## config.mk

```make
export PLATFORM = sky130hd
export DESIGN_NAME = if_stage_flat
export DESIGN_NICKNAME = d
export VERILOG_FILES = /design/src/rtl/if_stage_pkg.sv /design/src/rtl/if_stage_if.sv /design/src/rtl/if_fetch_fifo.sv /design/src/rtl/if_stage.sv /design/src/flat_wrapper.sv
export SDC_FILE = /design/constraint.sdc
export NUM_CORES = 1
export LEC_CHECK = 0
export BUFFER_PORTS_ARGS = -buffer_cell sky130_fd_sc_hd__buf_2
export CAP_MARGIN = 20
export CORE_ASPECT_RATIO = 2
export CORE_MARGIN = 2
export CORE_UTILIZATION = 45
export DETAILED_ROUTE_END_ITERATION = 8
export GPL_ROUTABILITY_DRIVEN = 1
export PLACE_DENSITY = 0.69
export SYNTH_ARGS = -nofsm -noshare
export SYNTH_HDL_FRONTEND = slang
export SYNTH_SLANG_ARGS = --single-unit
```

## constraint.sdc

```tcl
create_clock -name clk -period 8.5 [get_ports clk]
set_input_delay 0.425 -clock clk [delete_from_list [all_inputs] [get_ports clk]]
set_output_delay 0.425 -clock clk [all_outputs]
set_load 0.01 [all_outputs]
```

## src/rtl/if_stage_pkg.sv

```systemverilog
// if_stage shared types: fetch FSM states, queue entry layout,
// fixed constants (NOP filler, PC increment) and a word-align helper.
package if_stage_pkg;

  typedef enum logic [1:0] {
    S_IDLE,
    S_REQ,
    S_WAIT,
    S_DROP
  } fetch_state_e;

  localparam logic [31:0] NOP_INST = 32'h0000_0013;
  localparam logic [31:0] PC_INC   = 32'd4;

  typedef struct packed {
    logic [31:0] pc;
    logic [31:0] inst;
  } fetch_entry_t;

  function automatic logic [31:0] align_word(
    input logic [31:0] a
  );
    return {a[31:2], 2'b00};
  endfunction

endpackage

```

## src/rtl/if_stage_if.sv

```systemverilog
// if_stage bus bundle: instruction-ROM req/gnt/rvalid channel plus
// the valid/ready channel to decode. master = fetch side, slave = env.
interface if_stage_if;

  logic        rom_req_o;
  logic [31:0] rom_addr_o;
  logic        rom_gnt_i;
  logic        rom_rvalid_i;
  logic [31:0] rom_rdata_i;
  logic        if_valid_o;
  logic [31:0] if_pc_o;
  logic [31:0] if_inst_o;
  logic        id_ready_i;

  modport master (
    output rom_req_o,
    output rom_addr_o,
    input  rom_gnt_i,
    input  rom_rvalid_i,
    input  rom_rdata_i,
    output if_valid_o,
    output if_pc_o,
    output if_inst_o,
    input  id_ready_i
  );

  modport slave (
    input  rom_req_o,
    input  rom_addr_o,
    output rom_gnt_i,
    output rom_rvalid_i,
    output rom_rdata_i,
    input  if_valid_o,
    input  if_pc_o,
    input  if_inst_o,
    output id_ready_i
  );

endinterface

```

## src/rtl/if_fetch_fifo.sv

```systemverilog
// Fetch queue: DEPTH x {pc, inst} synchronous FIFO, sync active-low
// reset. Ports: push_i/wdata_i, pop_i, clear_i (wins), head_o, count_o.
module if_fetch_fifo
  import if_stage_pkg::*;
#(
  parameter  int DEPTH = 2,
  localparam int AW    = $clog2(DEPTH),
  localparam int CW    = AW + 1
) (
  input  logic          clk,
  input  logic          rst_n,
  input  logic          push_i,
  input  fetch_entry_t  wdata_i,
  input  logic          pop_i,
  input  logic          clear_i,
  output fetch_entry_t  head_o,
  output logic [CW-1:0] count_o
);

  fetch_entry_t  mem_q [DEPTH];
  logic [AW-1:0] rd_q;
  logic [AW-1:0] wr_q;
  logic [CW-1:0] cnt_q;
  logic          full;
  logic          do_push;
  logic          do_pop;

  assign full    = cnt_q == CW'(DEPTH);
  assign do_pop  = pop_i & (cnt_q != '0);
  // a pop frees the slot in the same cycle
  assign do_push = push_i & (~full | do_pop);

  always_ff @(posedge clk) begin
    if (!rst_n || clear_i) begin
      rd_q  <= '0;
      wr_q  <= '0;
      cnt_q <= '0;
    end else begin
      if (do_push) wr_q <= wr_q + AW'(1);
      if (do_pop)  rd_q <= rd_q + AW'(1);
      cnt_q <= cnt_q + CW'(do_push) - CW'(do_pop);
    end
  end

  always_ff @(posedge clk) begin
    if (rst_n && !clear_i && do_push) begin
      mem_q[wr_q] <= wdata_i;
    end
  end

  assign head_o  = mem_q[rd_q];
  assign count_o = cnt_q;

endmodule

```

## src/rtl/if_stage.sv

```systemverilog
// Instruction fetch stage: PC, one-outstanding ROM fetch FSM and fetch
// queue feeding decode. Plain ports: clk, rst_n (sync, active-low),
// ex flush/target, id jump/target, dhnf stall. Bus: if_stage_if.master.
// Optional IF_BYPASS_EN: response goes straight to decode when the
// queue is empty and decode takes it in the same cycle.
module if_stage
  import if_stage_pkg::*;
#(
  parameter logic [31:0] RESET_PC   = 32'h0000_0000,
  parameter int          FIFO_DEPTH = 2
) (
  input  logic        clk,
  input  logic        rst_n,
  input  logic        ex_ins_flush_i,
  input  logic [31:0] ex_target_pc_i,
  input  logic        id_jump_i,
  input  logic [31:0] id_jump_pc_i,
  input  logic        dhnf_stall_i,
  if_stage_if.master  bus
);

  localparam int CW = $clog2(FIFO_DEPTH) + 1;

  fetch_state_e  state_q;
  fetch_state_e  state_d;
  logic [31:0]   pc_q;
  logic [31:0]   pc_d;
  logic [31:0]   rpc_q;
  logic [31:0]   rpc_d;
  logic          req;
  logic          redir;
  logic [31:0]   tgt;
  logic          resp_ok;
  logic          byp;
  logic          push;
  logic          fifo_pop;
  logic          fifo_empty;
  logic          space;
  logic [CW-1:0] count;
  fetch_entry_t  head;
  fetch_entry_t  wdata;

  assign redir = ex_ins_flush_i | id_jump_i;

  always_comb begin
    tgt = pc_q;
    priority case (1'b1)
      ex_ins_flush_i: tgt = align_word(ex_target_pc_i);
      id_jump_i:      tgt = align_word(id_jump_pc_i);
      default:        tgt = pc_q;
    endcase
  end

  // response belongs to a still-wanted request
  assign resp_ok = (state_q == S_WAIT) & bus.rom_rvalid_i & ~redir;

`ifdef IF_BYPASS_EN
  assign byp = resp_ok & fifo_empty & bus.id_ready_i & ~dhnf_stall_i;
`else
  assign byp = 1'b0;
`endif

  assign push       = resp_ok & ~byp;
  assign fifo_empty = count == '0;
  assign fifo_pop   = ~fifo_empty & bus.id_ready_i & ~dhnf_stall_i;
  assign space      = (count != CW'(FIFO_DEPTH)) | fifo_pop;
  assign wdata      = '{pc: rpc_q, inst: bus.rom_rdata_i};

  if_fetch_fifo #(
    .DEPTH (FIFO_DEPTH)
  ) u_fifo (
    .clk     (clk),
    .rst_n   (rst_n),
    .push_i  (push),
    .wdata_i (wdata),
    .pop_i   (fifo_pop),
    .clear_i (redir),
    .head_o  (head),
    .count_o (count)
  );

  always_comb begin
    state_d = state_q;
    pc_d    = pc_q;
    rpc_d   = rpc_q;
    req     = 1'b0;
    unique case (state_q)
      S_IDLE: begin
        if (!redir && space) state_d = S_REQ;
      end
      S_REQ: begin
        req = 1'b1;
        if (redir) begin
          // granted request is in flight and must be drained
          state_d = bus.rom_gnt_i ? S_DROP : S_IDLE;
        end else if (bus.rom_gnt_i) begin
          state_d = S_WAIT;
          rpc_d   = pc_q;
          pc_d    = pc_q + PC_INC;
        end
      end
      S_WAIT: begin
        if (redir) begin
          state_d = bus.rom_rvalid_i ? S_IDLE : S_DROP;
        end else if (bus.rom_rvalid_i) begin
          state_d = S_IDLE;
        end
      end
      S_DROP: begin
        if (bus.rom_rvalid_i) state_d = S_IDLE;
      end
      default: state_d = S_IDLE;
    endcase
    if (redir) pc_d = tgt;
  end

  always_ff @(posedge clk) begin
    if (!rst_n) begin
      state_q <= S_IDLE;
      pc_q    <= align_word(RESET_PC);
      rpc_q   <= align_word(RESET_PC);
    end else begin
      state_q <= state_d;
      pc_q    <= pc_d;
      rpc_q   <= rpc_d;
    end
  end

  assign bus.rom_req_o  = req;
  assign bus.rom_addr_o = pc_q;
  assign bus.if_valid_o = ~fifo_empty | byp;

  always_comb begin
    bus.if_pc_o   = 32'h0;
    bus.if_inst_o = NOP_INST;
    if (!fifo_empty) begin
      bus.if_pc_o   = head.pc;
      bus.if_inst_o = head.inst;
    end else if (byp) begin
      bus.if_pc_o   = rpc_q;
      bus.if_inst_o = bus.rom_rdata_i;
    end
  end

endmodule
```

## src/flat_wrapper.sv

```systemverilog
// flat-port wrapper written by rule: the top's interface ports become plain ports
module if_stage_flat import if_stage_pkg::*;
#(
  parameter logic [31:0] RESET_PC   = 32'h0000_0000,
  parameter int          FIFO_DEPTH = 2
)
  (clk, rst_n, ex_ins_flush_i, ex_target_pc_i, id_jump_i, id_jump_pc_i, dhnf_stall_i, bus_rom_req_o, bus_rom_addr_o, bus_rom_gnt_i, bus_rom_rvalid_i, bus_rom_rdata_i, bus_if_valid_o, bus_if_pc_o, bus_if_inst_o, bus_id_ready_i);
  if_stage_if bus_i ();
  input  logic clk;
  input  logic rst_n;
  input  logic ex_ins_flush_i;
  input  logic [31:0] ex_target_pc_i;
  input  logic id_jump_i;
  input  logic [31:0] id_jump_pc_i;
  input  logic dhnf_stall_i;
  output wire logic [$bits(bus_i.rom_req_o)-1:0] bus_rom_req_o;
  output wire logic [$bits(bus_i.rom_addr_o)-1:0] bus_rom_addr_o;
  input wire logic [$bits(bus_i.rom_gnt_i)-1:0] bus_rom_gnt_i;
  input wire logic [$bits(bus_i.rom_rvalid_i)-1:0] bus_rom_rvalid_i;
  input wire logic [$bits(bus_i.rom_rdata_i)-1:0] bus_rom_rdata_i;
  output wire logic [$bits(bus_i.if_valid_o)-1:0] bus_if_valid_o;
  output wire logic [$bits(bus_i.if_pc_o)-1:0] bus_if_pc_o;
  output wire logic [$bits(bus_i.if_inst_o)-1:0] bus_if_inst_o;
  input wire logic [$bits(bus_i.id_ready_i)-1:0] bus_id_ready_i;
  assign bus_rom_req_o = bus_i.rom_req_o;
  assign bus_rom_addr_o = bus_i.rom_addr_o;
  assign bus_i.rom_gnt_i = bus_rom_gnt_i;
  assign bus_i.rom_rvalid_i = bus_rom_rvalid_i;
  assign bus_i.rom_rdata_i = bus_rom_rdata_i;
  assign bus_if_valid_o = bus_i.if_valid_o;
  assign bus_if_pc_o = bus_i.if_pc_o;
  assign bus_if_inst_o = bus_i.if_inst_o;
  assign bus_i.id_ready_i = bus_id_ready_i;
  if_stage #(.RESET_PC(RESET_PC), .FIFO_DEPTH(FIFO_DEPTH)) u_core (.clk(clk), .rst_n(rst_n), .ex_ins_flush_i(ex_ins_flush_i), .ex_target_pc_i(ex_target_pc_i), .id_jump_i(id_jump_i), .id_jump_pc_i(id_jump_pc_i), .dhnf_stall_i(dhnf_stall_i), .bus(bus_i));
endmodule
```

**Yosys cells after proc, flatten, opt, wreduce, memory -nomap -nowiden**

Memories as Yosys holds them, arrays and structs flattened. A register that Yosys moved wholly into a read port is not among the register bits.
Cells that the tools add are included.

- Shift operators: 0
- $lt $le $gt $ge: 0
- Add/subtract/negate cells: 5
- Multiplexer cells: 20
- Div/mod/pow operators: 0
- Reductions and logical operators: 14
- Bitwise logic cells: 13
- Eq/ne operators: 8
- $mul: 0

Operator list:

| operator | count |
|---|---|
| 32-bit 2-to-1 mux | 7 |
| 32-bit by 3-bit adder with 32-bit output (second input constant) | 1 |
| 2-bit 2-to-1 mux | 7 |
| 2-bit case mux with 4 select lines | 1 |
| 1-bit AND | 6 |
| 2-bit equality test (second input constant) | 3 |
| 3-bit AND reduction | 2 |
| 2-bit nonzero test | 3 |
| 1-bit 2-to-1 mux | 5 |
| 2-bit logical NOT | 2 |
| 1-bit NOT | 4 |
| 1-bit logical AND | 3 |
| 3-bit by 2-bit inequality test with 1-bit output (second input constant) | 1 |
| 3-bit inequality test (second input constant) | 1 |
| 1-bit OR | 3 |
| 1-bit adder (second input constant) | 2 |
| 2-bit by 1-bit adder with 2-bit output | 1 |
| 2-bit by 1-bit equality test with 1-bit output (second input constant) | 1 |
| 1-bit logical NOT | 2 |
| 2-bit by 1-bit inequality test with 1-bit output (second input constant) | 1 |
| 2-bit inequality test (second input constant) | 1 |
| 2-bit AND reduction | 1 |
| 2-bit by 1-bit subtractor with 2-bit output | 1 |
| 1-bit logical OR | 1 |

- Input bits: 104
- Memories: 1
- Logic and storage cells: 67
- Bits in latches: 0
- ROM bits: 0
- Bits in registers: 70
- RAM bits: 128

Memory list:

| name | words | bits a word | rd ports | clocked after memory_dff | wr ports | line | text |
|---|---|---|---|---|---|---|---|
| u_core.u_fifo.mem_q | 2 | 64 | 1 | 1 | 1 | if_fetch_fifo.sv:20 | `fetch_entry_t mem_q [DEPTH];` |

**Depth between registers and ports, before layout**

Gate-level depths: netlist of run 1.

- Word-level depth: 10
- Mapped depth: 12

**Cells and area by module**

From an unflattened synthesis of run 1, not the netlist that was laid out.

- Cell total of the unflattened synthesis: 718
- Area total of the unflattened synthesis: 8604.5 sq um

Modules (own cells, without submodules):

| module | area each (sq um) | instances | cells each |
|---|---|---|---|
| if_fetch_fifo | 4872.2 | 1 | 227 |
| if_stage | 3732.3 | 1 | 491 |

**Least setup slack after synthesis of run 1**

OpenSTA, ideal clock, no wires.

- Kind: input to register
- From: input id_jump_i
- To: memory u_core.u_fifo.mem_q[0][0] in the netlist's numbering (enable)
- Buffers on the path: 2
- Setup slack: 2.387 ns
- Arrival: 5.555 ns
- Required time: 7.942 ns
- Cell stages on the path: 7
- Path through: clkbuf_1 -> or2_1 -> clkbuf_1 -> nor2_1 -> and4b_1 -> inv_1 -> nor3_1

- Cells in the longest elaborated chain, start to end: 7

RTL lines:

| item | line | text |
|---|---|---|
| start: declaration | flat_wrapper.sv:13 | `input logic id_jump_i;` |
| 1-bit OR * | if_stage.sv:43 | `assign redir = ex_ins_flush_i \| id_jump_i;` |
| 1-bit NOT | if_stage.sv:55 | `assign resp_ok = (state_q == S_WAIT) & bus.rom_rvalid_i & ~redir;` |
| 1-bit AND | if_stage.sv:55 |  |
| 1-bit AND | if_fetch_fifo.sv:31 | `assign do_push = push_i & (~full \| do_pop);` |
| 1-bit logical AND * | if_fetch_fifo.sv:46 | `if (rst_n && !clear_i && do_push) begin` |
| 1-bit 2-to-1 mux * | if_fetch_fifo.sv:46 |  |
| 1-bit 2-to-1 mux (not written as such) * | if_fetch_fifo.sv:47 | `mem_q[wr_q] <= wdata_i;` |
| end: declaration | if_fetch_fifo.sv:20 |  |

Mark *: on every way between the ends. The rest lies on a longest branch, timed or not.

**Worst setup path after layout of run 1**

- From: input ex_ins_flush_i
- To: memory u_core.u_fifo.mem_q[1][23] in the netlist's numbering (enable)

- Cells in the longest elaborated chain, start to end: 7

RTL lines:

| item | line | text |
|---|---|---|
| start: declaration | flat_wrapper.sv:11 | `input logic ex_ins_flush_i;` |
| 1-bit OR * | if_stage.sv:43 |  |
| 1-bit NOT | if_stage.sv:55 |  |
| 1-bit AND | if_stage.sv:55 |  |
| 1-bit AND | if_fetch_fifo.sv:31 |  |
| 1-bit logical AND * | if_fetch_fifo.sv:46 |  |
| 1-bit 2-to-1 mux * | if_fetch_fifo.sv:46 |  |
| 1-bit 2-to-1 mux (not written as such) * | if_fetch_fifo.sv:47 |  |

Marked as above.

==> results.txt, run 1 <==
----------------------------------------------------
[Cells and area]
  P&R area growth vs syn ... 22.6%
  Final core utilization ... 55.9%
  Fin nets ... 982
  Layout cell share with drive strength beyond 1 ... 27.9%
  Commonest non-fill, non-tap cells in the layout ... sky130_fd_sc_hd__buf_2 (193), sky130_fd_sc_hd__edfxtp_1 (124), sky130_fd_sc_hd__nand2_1 (93)
  Most common library cell in the layout ignoring fill and taps ... sky130_fd_sc_hd__buf_2
  Count of inserted antenna diode cells ... 0

[Setup path]
  Cell class contributing the biggest share of worst-path delay ... simple AND/OR/NAND/NOR gates
  Worst R2R End ... u_core.u_fifo.count_o[1]$_SDFF_PP0_
  Sort of element at the end of the critical path ... flip-flop
  Slowest CP cell ... sky130_fd_sc_hd__and3_2
  CP Data Arrival Time ... 2.81 ns
  Buffers & Inverters on Critical Path ... 2
  Start-to-end type of the worst setup path ... in2reg
  Depth of the worst register-to-register path ... 10
  Maximum fanout along the worst path ... 35
  Worst reg2reg setup slack ... 5.96 ns
  Critical path launch point type ... primary input
  Largest stage delay, worst path ... 0.66 ns
  Worst flop-to-flop path startpoint ... u_core.u_fifo.count_o[1]$_SDFF_PP0_
  Critical-path cell list ... buf_2 -> or2_1 -> nor2_1 -> and4b_1 -> and3_2 -> buf_4
  Data required time of the worst path ... 8.56 ns

[Power]
  Switching part of the total ... 22.9%
  VDD IR-drop max ... 0.143 mV
  Leakage dissipation ... 0.00378 µW
  Part of the total power dissipated in the clock network ... 43.2%
  Power Dens Cells ... 200 mW/mm²
  Net switching power ... 450 µW
  Cell-internal power ... 1520 µW
  Share of total power in combinational logic ... 5.2%
  Portion of total power attributed to sequential cells ... 51.6%

[Worst hold path]
  Endpoint of the worst hold-timing path ... u_core.u_fifo.mem_q[0][28]$_DFFE_PP_
  Hold Crit Class ... in2reg
  Number of stages on the worst hold path ... 1
  Worst hold start ... bus_rom_rdata_i[28]

[Detailed routing]
  Wire length after detailed routing ... 19,300 µm
  Vias per std cell ... 5.44
  Post-route antenna net violation count ... 0
  Routed wire per std cell ... 17.6 µm
  DRC ... 0
  Vias ... 5,985
  Drt first pass iters ... 5
  Number of DRC violations after detailed-routing iteration 0 ... 335

[CTS]
  Clock tree from TritonCTS ... done
  Number of buffers added to fix hold violations after cts ... 0
  Root buffer cell ... sky130_fd_sc_hd__clkbuf_16
  Number of resized instances in the post-cts repair step ... 0
  Post-CTS Repair Setup Buffers ... 0
  H-tree levels ... 4
  Latest clock arrival within the worst-skew pair ... 0.43 ns
  Total clock sinks ... 191
  Clk slew on worst S/H paths ... 0.07 ns
  Clock buffer depth ... 2
  Number of clock buffers inserted by TritonCTS ... 17

[Timing]
  Hold Slack ... 0.186 ns
  Worst-margin pin slew ... 1.10 ns
  Sum of negative setup slack ... 0 ns
  Headroom to the max-slew limit ... 26.7%
  Final Hold Viols ... 0
  Final-report max-slew violation count ... 0
  Portion of the clock cycle consumed by the worst path in the final layout ... 32.4%
  Final setup vio count ... 0
  Largest clock skew in the final design ... 0.0105 ns
  Max Freq ... 0.363 GHz
  Min Clock Period, post-route ... 2.75 ns
  RSZ-0062 raised after global routing ... no

[Logic synthesis]
  Simple-Gate Fraction of Synth Area ... 14.4%
  Share of flip-flops with an asynchronous set or reset after synthesis ... 0%
  Proportion of synthesized chip area in sequential cells ... 63.1%
  Arithmetic-cell share of the synthesized area counting full adders, half adders and majority gates ... 0.468%
  Mapped Avg Cell Area ... 11.5 µm²
  Number of storage elements in the synthesis netlist ... 191
  Cell area after synthesis ... 0.00803 mm²
  Number of instances in the synthesized netlist ... 695
  Main combinational cell family by area after synthesis ... simple AND/OR/NAND/NOR gates
  Synthesis Warnings ... 0
  Post-synth EDFFs ... 124
  Ys flop type ... sky130_fd_sc_hd__edfxtp_1
  XOR/XNOR share of the synthesized area ... 2.62%
  Multiplexer fraction of the synthesized cell area ... 8.36%
  Library cells used by synthesis ... 53
  Share of the synthesized area in compound gates (AO/OA/AOI/OAI) ... 8.25%

[Floorplan]
  Die height ... 193 µm
  Cell Rows ... 69
  Core Area ... 0.0176 mm²
  Die Footprint ... 0.0190 mm²
  Effective utilization at floorplan ... 45.6%
  I/O pin count ... 202
  X dimension of the die ... 98.4 µm

[Global routing]
  Number of antenna violations at the first check in global routing ... 0
  All-Layer GR Usage ... 20.3%
  Wire length of the first global-routing pass ... 29,900 µm
  Pin count of the biggest net entering global routing ... 63
  Final global-route overflow total ... 0
  Number of global-route vias before repair ... 5,677

[Placed design]
  Routability congestion estimate from global placement ... 0.819
  Port Buffer Count ... 193
  DP Wirelength ... 13,100 µm

[Status]
  Outcome ... completed

[Flow run]
  Maxcap violations ... 0

----------------------------------------------------
-- metrics by stage --
step	setup WS, ns	instance area [µm²]	instances	power, µW
floorplan	2.39	8040	698	1080
detailed placement	5.26	9170	1068	1140
CTS	5.72	9810	1100	1980
finish	5.75	9840	1101	1970
global placement	5.31	9170	1068	1130
global route	5.56	9840	1101	2030
-- how the worst max path moves through the flow --
stage	start	endpoint	slack [ns]	cells after the start
floorplan	id_jump_i	u_core.u_fifo.mem_q[0][0]$_DFFE_PP_	2.39	7
finish	ex_ins_flush_i	u_core.u_fifo.mem_q[1][23]$_DFFE_PP_	5.75	6
global route	ex_ins_flush_i	u_core.u_fifo.mem_q[1][22]$_DFFE_PP_	5.56	6
detailed placement	ex_ins_flush_i	u_core.u_fifo.mem_q[1][44]$_DFFE_PP_	5.26	6
global placement	ex_ins_flush_i	u_core.u_fifo.mem_q[1][41]$_DFFE_PP_	5.31	6
CTS	ex_ins_flush_i	u_core.u_fifo.mem_q[1][21]$_DFFE_PP_	5.72	6
-- layout make-up --
type | instances | area, µm²
Inverter | 11 | 41.3
Clock inverter | 15 | 220
Sequential cell | 191 | 5070
Clock buffer | 17 | 425
Fill cell | 1536 | 7770
Tap cell | 213 | 267
Multi-Input combinational cell | 452 | 2760
Timing Repair Buffer | 202 | 1050
-- cells in the mapped netlist (3+ instances only) --
| cell type | instances | area [µm²] |
|---|---|---|
| sky130_fd_sc_hd__o21ai_0 | 10 | 50.1 |
| sky130_fd_sc_hd__inv_1 | 10 | 37.5 |
| sky130_fd_sc_hd__nand2b_1 | 4 | 25.0 |
| sky130_fd_sc_hd__buf_4 | 5 | 37.5 |
| sky130_fd_sc_hd__nand4_1 | 9 | 56.3 |
| sky130_fd_sc_hd__a22oi_1 | 12 | 90.1 |
| sky130_fd_sc_hd__a21oi_1 | 48 | 240 |
| sky130_fd_sc_hd__nor2_1 | 81 | 304 |
| sky130_fd_sc_hd__xor2_1 | 17 | 149 |
| sky130_fd_sc_hd__nor2b_1 | 4 | 25.0 |
| sky130_fd_sc_hd__o221ai_1 | 7 | 61.3 |
| sky130_fd_sc_hd__dfxtp_1 | 67 | 1340 |
| sky130_fd_sc_hd__nor3_1 | 10 | 50.1 |
| sky130_fd_sc_hd__nand2_1 | 93 | 349 |
| sky130_fd_sc_hd__nand3_1 | 19 | 95.1 |
| sky130_fd_sc_hd__mux2i_1 | 67 | 671 |
| sky130_fd_sc_hd__and4_1 | 3 | 26.3 |
| sky130_fd_sc_hd__o22ai_1 | 9 | 56.3 |
| sky130_fd_sc_hd__and3_1 | 3 | 18.8 |
| sky130_fd_sc_hd__o211ai_1 | 4 | 30.0 |
| sky130_fd_sc_hd__xnor2_1 | 7 | 61.3 |
| sky130_fd_sc_hd__edfxtp_1 | 124 | 3720 |
| sky130_fd_sc_hd__a211oi_1 | 3 | 22.5 |
| sky130_fd_sc_hd__ha_1 | 3 | 37.5 |
| sky130_fd_sc_hd__clkbuf_1 | 37 | 139 |
| sky130_fd_sc_hd__a31oi_1 | 4 | 25.0 |
-- logic make-up (layout without fill, tap and decap cells) --
family | Yosys count | after routing
simple gates | 247 | 247
flops | 191 | 191
compound gates | 107 | 107
mux | 67 | 67
buf+inv | 55 | 245
xor+xnor | 24 | 24
fa+ha+maj | 3 | 3
other cells | 1 | 4
-- worst register-to-register path, cell delays in order (launching register included) --
cell and delay, ns:
sky130_fd_sc_hd__dfxtp_1 0.35, sky130_fd_sc_hd__nor2_4 0.11, sky130_fd_sc_hd__buf_4 0.54, sky130_fd_sc_hd__inv_1 0.33, sky130_fd_sc_hd__and2_1 0.25, sky130_fd_sc_hd__ha_1 0.28
sky130_fd_sc_hd__inv_1 0.04, sky130_fd_sc_hd__ha_1 0.17, sky130_fd_sc_hd__xor2_1 0.16, sky130_fd_sc_hd__xnor2_1 0.14, sky130_fd_sc_hd__nor2_1 0.05
-- sequential cells by signal, indices dropped and copies added, names as in the netlist, named ones only --
register,cells
u_core.u_fifo.count_o,2
u_core.u_fifo.mem_q,124
u_core.state_q,2
u_core.rpc_q,30
u_core.u_fifo.rd_q,1
u_core.u_fifo.wr_q,1
u_core.bus.rom_addr_o,30
-- power groups by stage --
stage	logic (µW)	clock network [µW]	registers [µW]
after global placement	98.9	0	1040
after detailed placement	101	0	1040
after global routing	113	901	1020
after CTS	102	868	1010
after floorplan	48.7	0	1030
final	102	849	1020
-- per-layer routing --
layer	vias up	part of all wire, %	global-route usage [%]
met5	-	0	0
met4	0	1.8	6.32
li1	2869	-	-
met1	2850	40	25.1
met2	244	51	35.5
met3	22	6.6	4.09
Note: power is estimated with default switching activity, not from simulation.
==> run 2, diff against run 1 <==
--- a/config.mk
+++ b/config.mk
@@ -12,7 +12,7 @@
 export CORE_UTILIZATION = 45
 export DETAILED_ROUTE_END_ITERATION = 8
 export GPL_ROUTABILITY_DRIVEN = 1
-export PLACE_DENSITY = 0.69
+export PLACE_DENSITY = 0.72
 export SYNTH_ARGS = -nofsm -noshare
 export SYNTH_HDL_FRONTEND = slang
 export SYNTH_SLANG_ARGS = --single-unit
==> constraint.sdc (replaced) <==
create_clock -name clk -period 2.2 [get_ports clk]
set_input_delay 0.11 -clock clk [delete_from_list [all_inputs] [get_ports clk]]
set_output_delay 0.11 -clock clk [all_outputs]
set_load 0.01 [all_outputs]
==> results.txt, run 2 (synthesis gave the netlist of run 1 again) <==
----------------------------------------------------
[Detailed routing]
  Drt first pass iters ... 5
  Number of DRC violations after detailed-routing iteration 0 ... 422
  Routed wire per std cell ... 17.0 µm
  DRC ... 0
  Wire length after detailed routing ... 20,000 µm
  Vias ... 6,227
  Vias per std cell ... 5.29
  Post-route antenna net violation count ... 0

[Setup path]
  Sort of element at the end of the critical path ... flip-flop
  Critical path launch point type ... flip-flop
  Data required time of the worst path ... 2.50 ns
  Maximum fanout along the worst path ... 3
  Start-to-end type of the worst setup path ... reg2reg
  CP Data Arrival Time ... 2.36 ns

[Global routing]
  Met3 usage ... 3.80%
  Pin count of the biggest net entering global routing ... 60
  Final global-route overflow total ... 0
  Met2 routing resource usage after global routing ... 36.1%
  Wire length of the first global-routing pass ... 31,200 µm
  Top Usage Layer GRT ... met2
  All-Layer GR Usage ... 21.0%
  Met1 Track Usage GR ... 26.6%
  Number of antenna violations at the first check in global routing ... 0
  Number of global-route vias before repair ... 6,121

[Power]
  Switching part of the total ... 23.4%
  Cell-internal power ... 5610 µW
  Power Dens Cells ... 697 mW/mm²
  Portion of total power attributed to sequential cells ... 53.3%
  VDD IR-drop max ... 0.578 mV
  Share of total power in combinational logic ... 7.0%
  Net switching power ... 1710 µW
  Part of the total power dissipated in the clock network ... 39.7%
  Leakage dissipation ... 0.00410 µW

[CTS]
  Clock buffer depth ... 2
  Number of clock buffers inserted by TritonCTS ... 17
  H-tree levels ... 4
  Clk slew on worst S/H paths ... 0.07 ns
  Root buffer cell ... sky130_fd_sc_hd__clkbuf_16
  Latest clock arrival within the worst-skew pair ... 0.43 ns
  Clock tree from TritonCTS ... done
  Post-CTS Repair Setup Buffers ... 0
  Total clock sinks ... 191

[Cells and area]
  Number of flip-flops in the largest register ... 124
  Most common library cell in the layout ignoring fill and taps ... sky130_fd_sc_hd__buf_2
  P&R area growth vs syn ... 30.9%
  Count of inserted antenna diode cells ... 0
  Fin nets ... 1,059
  Largest register by flop count ... u_core.u_fifo.mem_q
  Final core utilization ... 59.7%
  Layout cell share with drive strength beyond 1 ... 28.6%
  Commonest non-fill, non-tap cells in the layout ... sky130_fd_sc_hd__buf_2 (193), sky130_fd_sc_hd__edfxtp_1 (124), sky130_fd_sc_hd__nand2_1 (93)
  Summed area of non-filler cells in the final layout ... 0.0105 mm²

[Placed design]
  DP Wirelength ... 13,900 µm
  Port Buffer Count ... 193
  Routability congestion estimate from global placement ... 0.863
  Area post-placement ... 0.00947 mm²

[Floorplan]
  Die Footprint ... 0.0190 mm²
  X dimension of the die ... 98.4 µm
  Effective utilization at floorplan ... 45.6%
  Die height ... 193 µm
  Core Area ... 0.0176 mm²
  Cell Rows ... 69
  I/O pin count ... 202

[Flow run]
  Maxcap violations ... 0

[Worst hold path]
  Hold Crit Class ... in2reg

[Status]
  Outcome ... completed

[Timing]
  Final Hold Viols ... 0
  Max Freq ... 0.485 GHz
  Headroom to the max-slew limit ... 56.2%
  Hold Slack ... 0.0182 ns
  Portion of the clock cycle consumed by the worst path in the final layout ... 93.8%
  Min Clock Period, post-route ... 2.06 ns
  Final-report max-slew violation count ... 0
  RSZ-0062 raised after global routing ... no
  Largest clock skew in the final design ... 0.0102 ns
  Final setup vio count ... 0
  Worst-margin pin slew ... 0.658 ns

----------------------------------------------------
==> run 2: cell count changes in the layout (fill, tap and decap cells not counted), sizes merged <==
cell         previous run  this run
clkinv                  4         1
buf                   202       231
dlygate4sd3             0        48
clkbuf                 17        20
bufinv                  3         0
inv                    17        20
==> run 2: final cells by class <==
type | instances | area (µm²)
fill | 1495 | 7100
inverter | 11 | 41.3
multi-input combinational | 452 | 2770
timing repair buffer | 279 | 1810
clock inverter | 12 | 110
clock buffer | 20 | 447
sequential | 191 | 5070
tap | 213 | 267
==> run 2: through the flow <==
step                power (µW)  std cells  TNS [ns]  setup slack (ns)
global placement          4410       1098         0             0.180
CTS                       7380       1178         0             0.102
detailed placement        4430       1098         0             0.112
finish                    7330       1178         0             0.136
floorplan                 4180        698    -45.14            -0.703
global route              7570       1178         0            0.0116
==> run 2: worst max-delay path, stage by stage (launching register included) <==
cell and delay [ns]:
sky130_fd_sc_hd__dfxtp_1 0.35, sky130_fd_sc_hd__nor3b_1 0.37, sky130_fd_sc_hd__and4b_1 0.29, sky130_fd_sc_hd__inv_2 0.10
sky130_fd_sc_hd__ha_1 0.23, sky130_fd_sc_hd__inv_1 0.06, sky130_fd_sc_hd__ha_1 0.14, sky130_fd_sc_hd__xor2_1 0.18
sky130_fd_sc_hd__xnor2_1 0.15, sky130_fd_sc_hd__nor2_1 0.06
==> run 2: power groups by stage <==
| stage | combinational, µW | clock [µW] | sequential, µW |
|---|---|---|---|
| after floorplan | 191 | 0 | 3990 |
| after global placement | 434 | 0 | 3980 |
| after detailed placement | 443 | 0 | 3980 |
| after CTS | 512 | 2970 | 3900 |
| after global routing | 559 | 3110 | 3910 |
| final | 515 | 2910 | 3900 |
==> run 2: path summary, 6_finish.rpt <==
check,to,slack (ns),cells after the start,from
setup / recovery,u_core.u_fifo.count_o[1]$_SDFF_PP0_,0.14,9,u_core.u_fifo.count_o[0]$_SDFF_PP0_
hold / removal,u_core.bus.rom_addr_o[19]$_SDFFE_PN0P_,0.02,3,ex_target_pc_i[19]
setup reg to reg,u_core.u_fifo.count_o[1]$_SDFF_PP0_,0.14,9,u_core.u_fifo.count_o[0]$_SDFF_PP0_
hold reg to reg,u_core.u_fifo.mem_q[0][57]$_DFFE_PP_,0.46,0,u_core.rpc_q[25]$_SDFFE_PN0P_
==> run 2: what timing repair did <==
action	4_1_cts	5_1_grt
endpoints found under the hold margin	79	0
gates resized for setup	0	0
hold buffers	48	0
==> run 2: metal layers <==
layer | routed length (µm) | vias up | part of all wire, %
met5 | 0 | - | 0
met4 | 327 | 0 | 1.6
met3 | 1450 | 23 | 7.3
met2 | 10100 | 276 | 51
met1 | 8100 | 2904 | 40
li1 | - | 3024 | -
==> run 3, diff against run 2 <==
--- a/config.mk
+++ b/config.mk
@@ -13,6 +13,7 @@
 export DETAILED_ROUTE_END_ITERATION = 8
 export GPL_ROUTABILITY_DRIVEN = 1
 export PLACE_DENSITY = 0.72
+export RECOVER_POWER = 100
 export SYNTH_ARGS = -nofsm -noshare
 export SYNTH_HDL_FRONTEND = slang
 export SYNTH_SLANG_ARGS = --single-unit
==> results.txt, run 3 (synthesis gave the netlist of run 1 again) <==
----------------------------------------------------
[Setup path]
  Maximum fanout along the worst path ... 6
  Worst R2R End ... u_core.bus.rom_addr_o[23]$_SDFFE_PN0P_
  Depth of the worst register-to-register path ... 5
  Worst reg2reg setup slack ... 0.12 ns
  Start-to-end type of the worst setup path ... reg2reg
  Critical-path cell list ... nand4_4 -> nor4_2 -> nand2_2 -> or4_1 -> o221ai_1
  Sort of element at the end of the critical path ... flip-flop
  Data required time of the worst path ... 2.55 ns
  Worst flop-to-flop path startpoint ... u_core.bus.rom_addr_o[10]$_SDFFE_PN0P_
  Critical path launch point type ... flip-flop
  Slowest CP cell ... sky130_fd_sc_hd__nor4_2
  CP Data Arrival Time ... 2.43 ns
  Largest stage delay, worst path ... 0.56 ns

[Power]
  VDD IR-drop max ... 0.579 mV
  Switching part of the total ... 23.5%
  Power Dens Cells ... 711 mW/mm²
  Portion of total power attributed to sequential cells ... 53.4%
  Share of total power in combinational logic ... 6.7%
  Part of the total power dissipated in the clock network ... 39.8%
  Leakage dissipation ... 0.00359 µW
  Cell-internal power ... 5590 µW
  Net switching power ... 1720 µW

[Timing]
  Portion of the clock cycle consumed by the worst path in the final layout ... 94.7%
  Largest clock skew in the final design ... 0.0104 ns
  RSZ-0062 raised after global routing ... no
  Worst-margin pin slew ... 0.670 ns
  Min Clock Period, post-route ... 2.08 ns
  Final setup vio count ... 0
  Headroom to the max-slew limit ... 55.4%
  Max Freq ... 0.480 GHz
  Final-report max-slew violation count ... 0
  Final Hold Viols ... 0

[Placed design]
  Routability congestion estimate from global placement ... 0.863
  DP Wirelength ... 13,900 µm
  Port Buffer Count ... 193
  Area post-placement ... 0.00947 mm²
  Post-Place Cells ... 1,098

[Global routing]
  Number of antenna violations at the first check in global routing ... 0
  Final global-route overflow total ... 0
  Number of global-route vias before repair ... 6,121
  Pin count of the biggest net entering global routing ... 60
  All-Layer GR Usage ... 21.0%
  Wire length of the first global-routing pass ... 31,200 µm

[Floorplan]
  I/O pin count ... 202
  Die Footprint ... 0.0190 mm²
  Core Area ... 0.0176 mm²
  Effective utilization at floorplan ... 45.6%
  Cell Rows ... 69
  Die height ... 193 µm
  X dimension of the die ... 98.4 µm

[Cells and area]
  Final cell count without fillers ... 1,178
  Layout cell share with drive strength beyond 1 ... 15.1%
  Number of flip-flops in the largest register ... 124
  Summed area of non-filler cells in the final layout ... 0.0103 mm²
  Count of fill cells added during filler insertion ... 1,582
  Commonest non-fill, non-tap cells in the layout ... sky130_fd_sc_hd__clkbuf_1 (130), sky130_fd_sc_hd__edfxtp_1 (124), sky130_fd_sc_hd__nand2_1 (93)
  Most common library cell in the layout ignoring fill and taps ... sky130_fd_sc_hd__clkbuf_1
  Count of inserted antenna diode cells ... 0
  P&R area growth vs syn ... 28.0%
  Largest register by flop count ... u_core.u_fifo.mem_q
  Fin nets ... 1,059

[CTS]
  Root buffer cell ... sky130_fd_sc_hd__clkbuf_16
  Clock buffer depth ... 2
  Total clock sinks ... 191
  Number of clock buffers inserted by TritonCTS ... 17
  Clk slew on worst S/H paths ... 0.07 ns
  Clock tree from TritonCTS ... done
  Number of resized instances in the post-cts repair step ... 0
  Post-CTS Repair Setup Buffers ... 0
  H-tree levels ... 4
  Latest clock arrival within the worst-skew pair ... 0.43 ns

[Flow run]
  Maxcap violations ... 0

[Worst hold path]
  Hold Crit Class ... in2reg
  Endpoint of the worst hold-timing path ... u_core.bus.rom_addr_o[19]$_SDFFE_PN0P_
  Number of stages on the worst hold path ... 3
  Worst hold start ... ex_target_pc_i[19]

[Detailed routing]
  Post-route antenna net violation count ... 0
  Routed wire per std cell ... 17.1 µm
  Number of DRC violations after detailed-routing iteration 0 ... 414
  Drt first pass iters ... 5
  Vias per std cell ... 5.28
  Wire length after detailed routing ... 20,100 µm
  Vias ... 6,220
  DRC ... 0

[Status]
  Outcome ... completed

----------------------------------------------------
## run 3: final cells by class
type	instances	area (µm²)	area share, %
Multi-Input combinational cell	452	2750	26.8
Tap cell	213	267	2.59
Clock inverter	12	110	1.07
Timing Repair Buffer	279	1590	15.5
Sequential cell	191	5070	49.3
Clock buffer	20	447	4.35
Inverter	11	41.3	0.402
## run 3: per-layer routing
layer	GRT usage, %	vias up	wire length [µm]
met5	0	-	0
met4	7.48	0	367
met3	3.80	28	1460
met2	36.1	254	10100
met1	26.6	2907	8210
li1	-	3031	-
## run 3: worst max-delay path by stage
stage,from,endpoint
floorplan,id_jump_i,u_core.u_fifo.mem_q[0][0]$_DFFE_PP_
global placement,bus_id_ready_i,u_core.u_fifo.count_o[1]$_SDFF_PP0_
detailed placement,bus_id_ready_i,u_core.u_fifo.count_o[1]$_SDFF_PP0_
CTS,u_core.u_fifo.count_o[0]$_SDFF_PP0_,u_core.u_fifo.count_o[1]$_SDFF_PP0_
global route,u_core.u_fifo.count_o[0]$_SDFF_PP0_,u_core.u_fifo.count_o[1]$_SDFF_PP0_
finish,u_core.bus.rom_addr_o[10]$_SDFFE_PN0P_,u_core.bus.rom_addr_o[23]$_SDFFE_PN0P_
## run 3: power groups by stage
stage	sequential [µW]	combinational [µW]	clock [µW]
final	3900	490	2910
after floorplan	3990	191	0
after global placement	3980	434	0
after CTS	3900	512	2970
after detailed placement	3980	443	0
after global routing	3910	534	3110
## run 3: stage by stage
stage	total power, µW	hold WS (ns)	setup TNS [ns]	util [%]	setup WS, ns
6_report	7300	0.0173	0	58.3	0.117
5_1_grt	7550	0.00991	0	58.3	0.0315
4_1_cts	7380	0.00513	0	59.7	0.102
3_5_place_dp	4430	0.301	0	53.8	0.112
3_3_place_gp	4410	0.297	0	53.8	0.180
2_1_floorplan	4180	0.209	-45.14	-	-0.703
## run 3: critical path: cells and delay by family, from the launching register on
| kind | cells | cell delay, ns |
|---|---|---|
| flip-flops | 1 | 0.50 |
| AND/OR/NAND/NOR | 4 | 1.43 |
| AO/OA/AOI/OAI | 1 | 0.08 |
## run 3: timing repair
item / in CTS / in global routing
endpoints found under the setup margin: 0 / 0
hold buffers: 48 / 0
hold endpoints to repair: 79 / 0
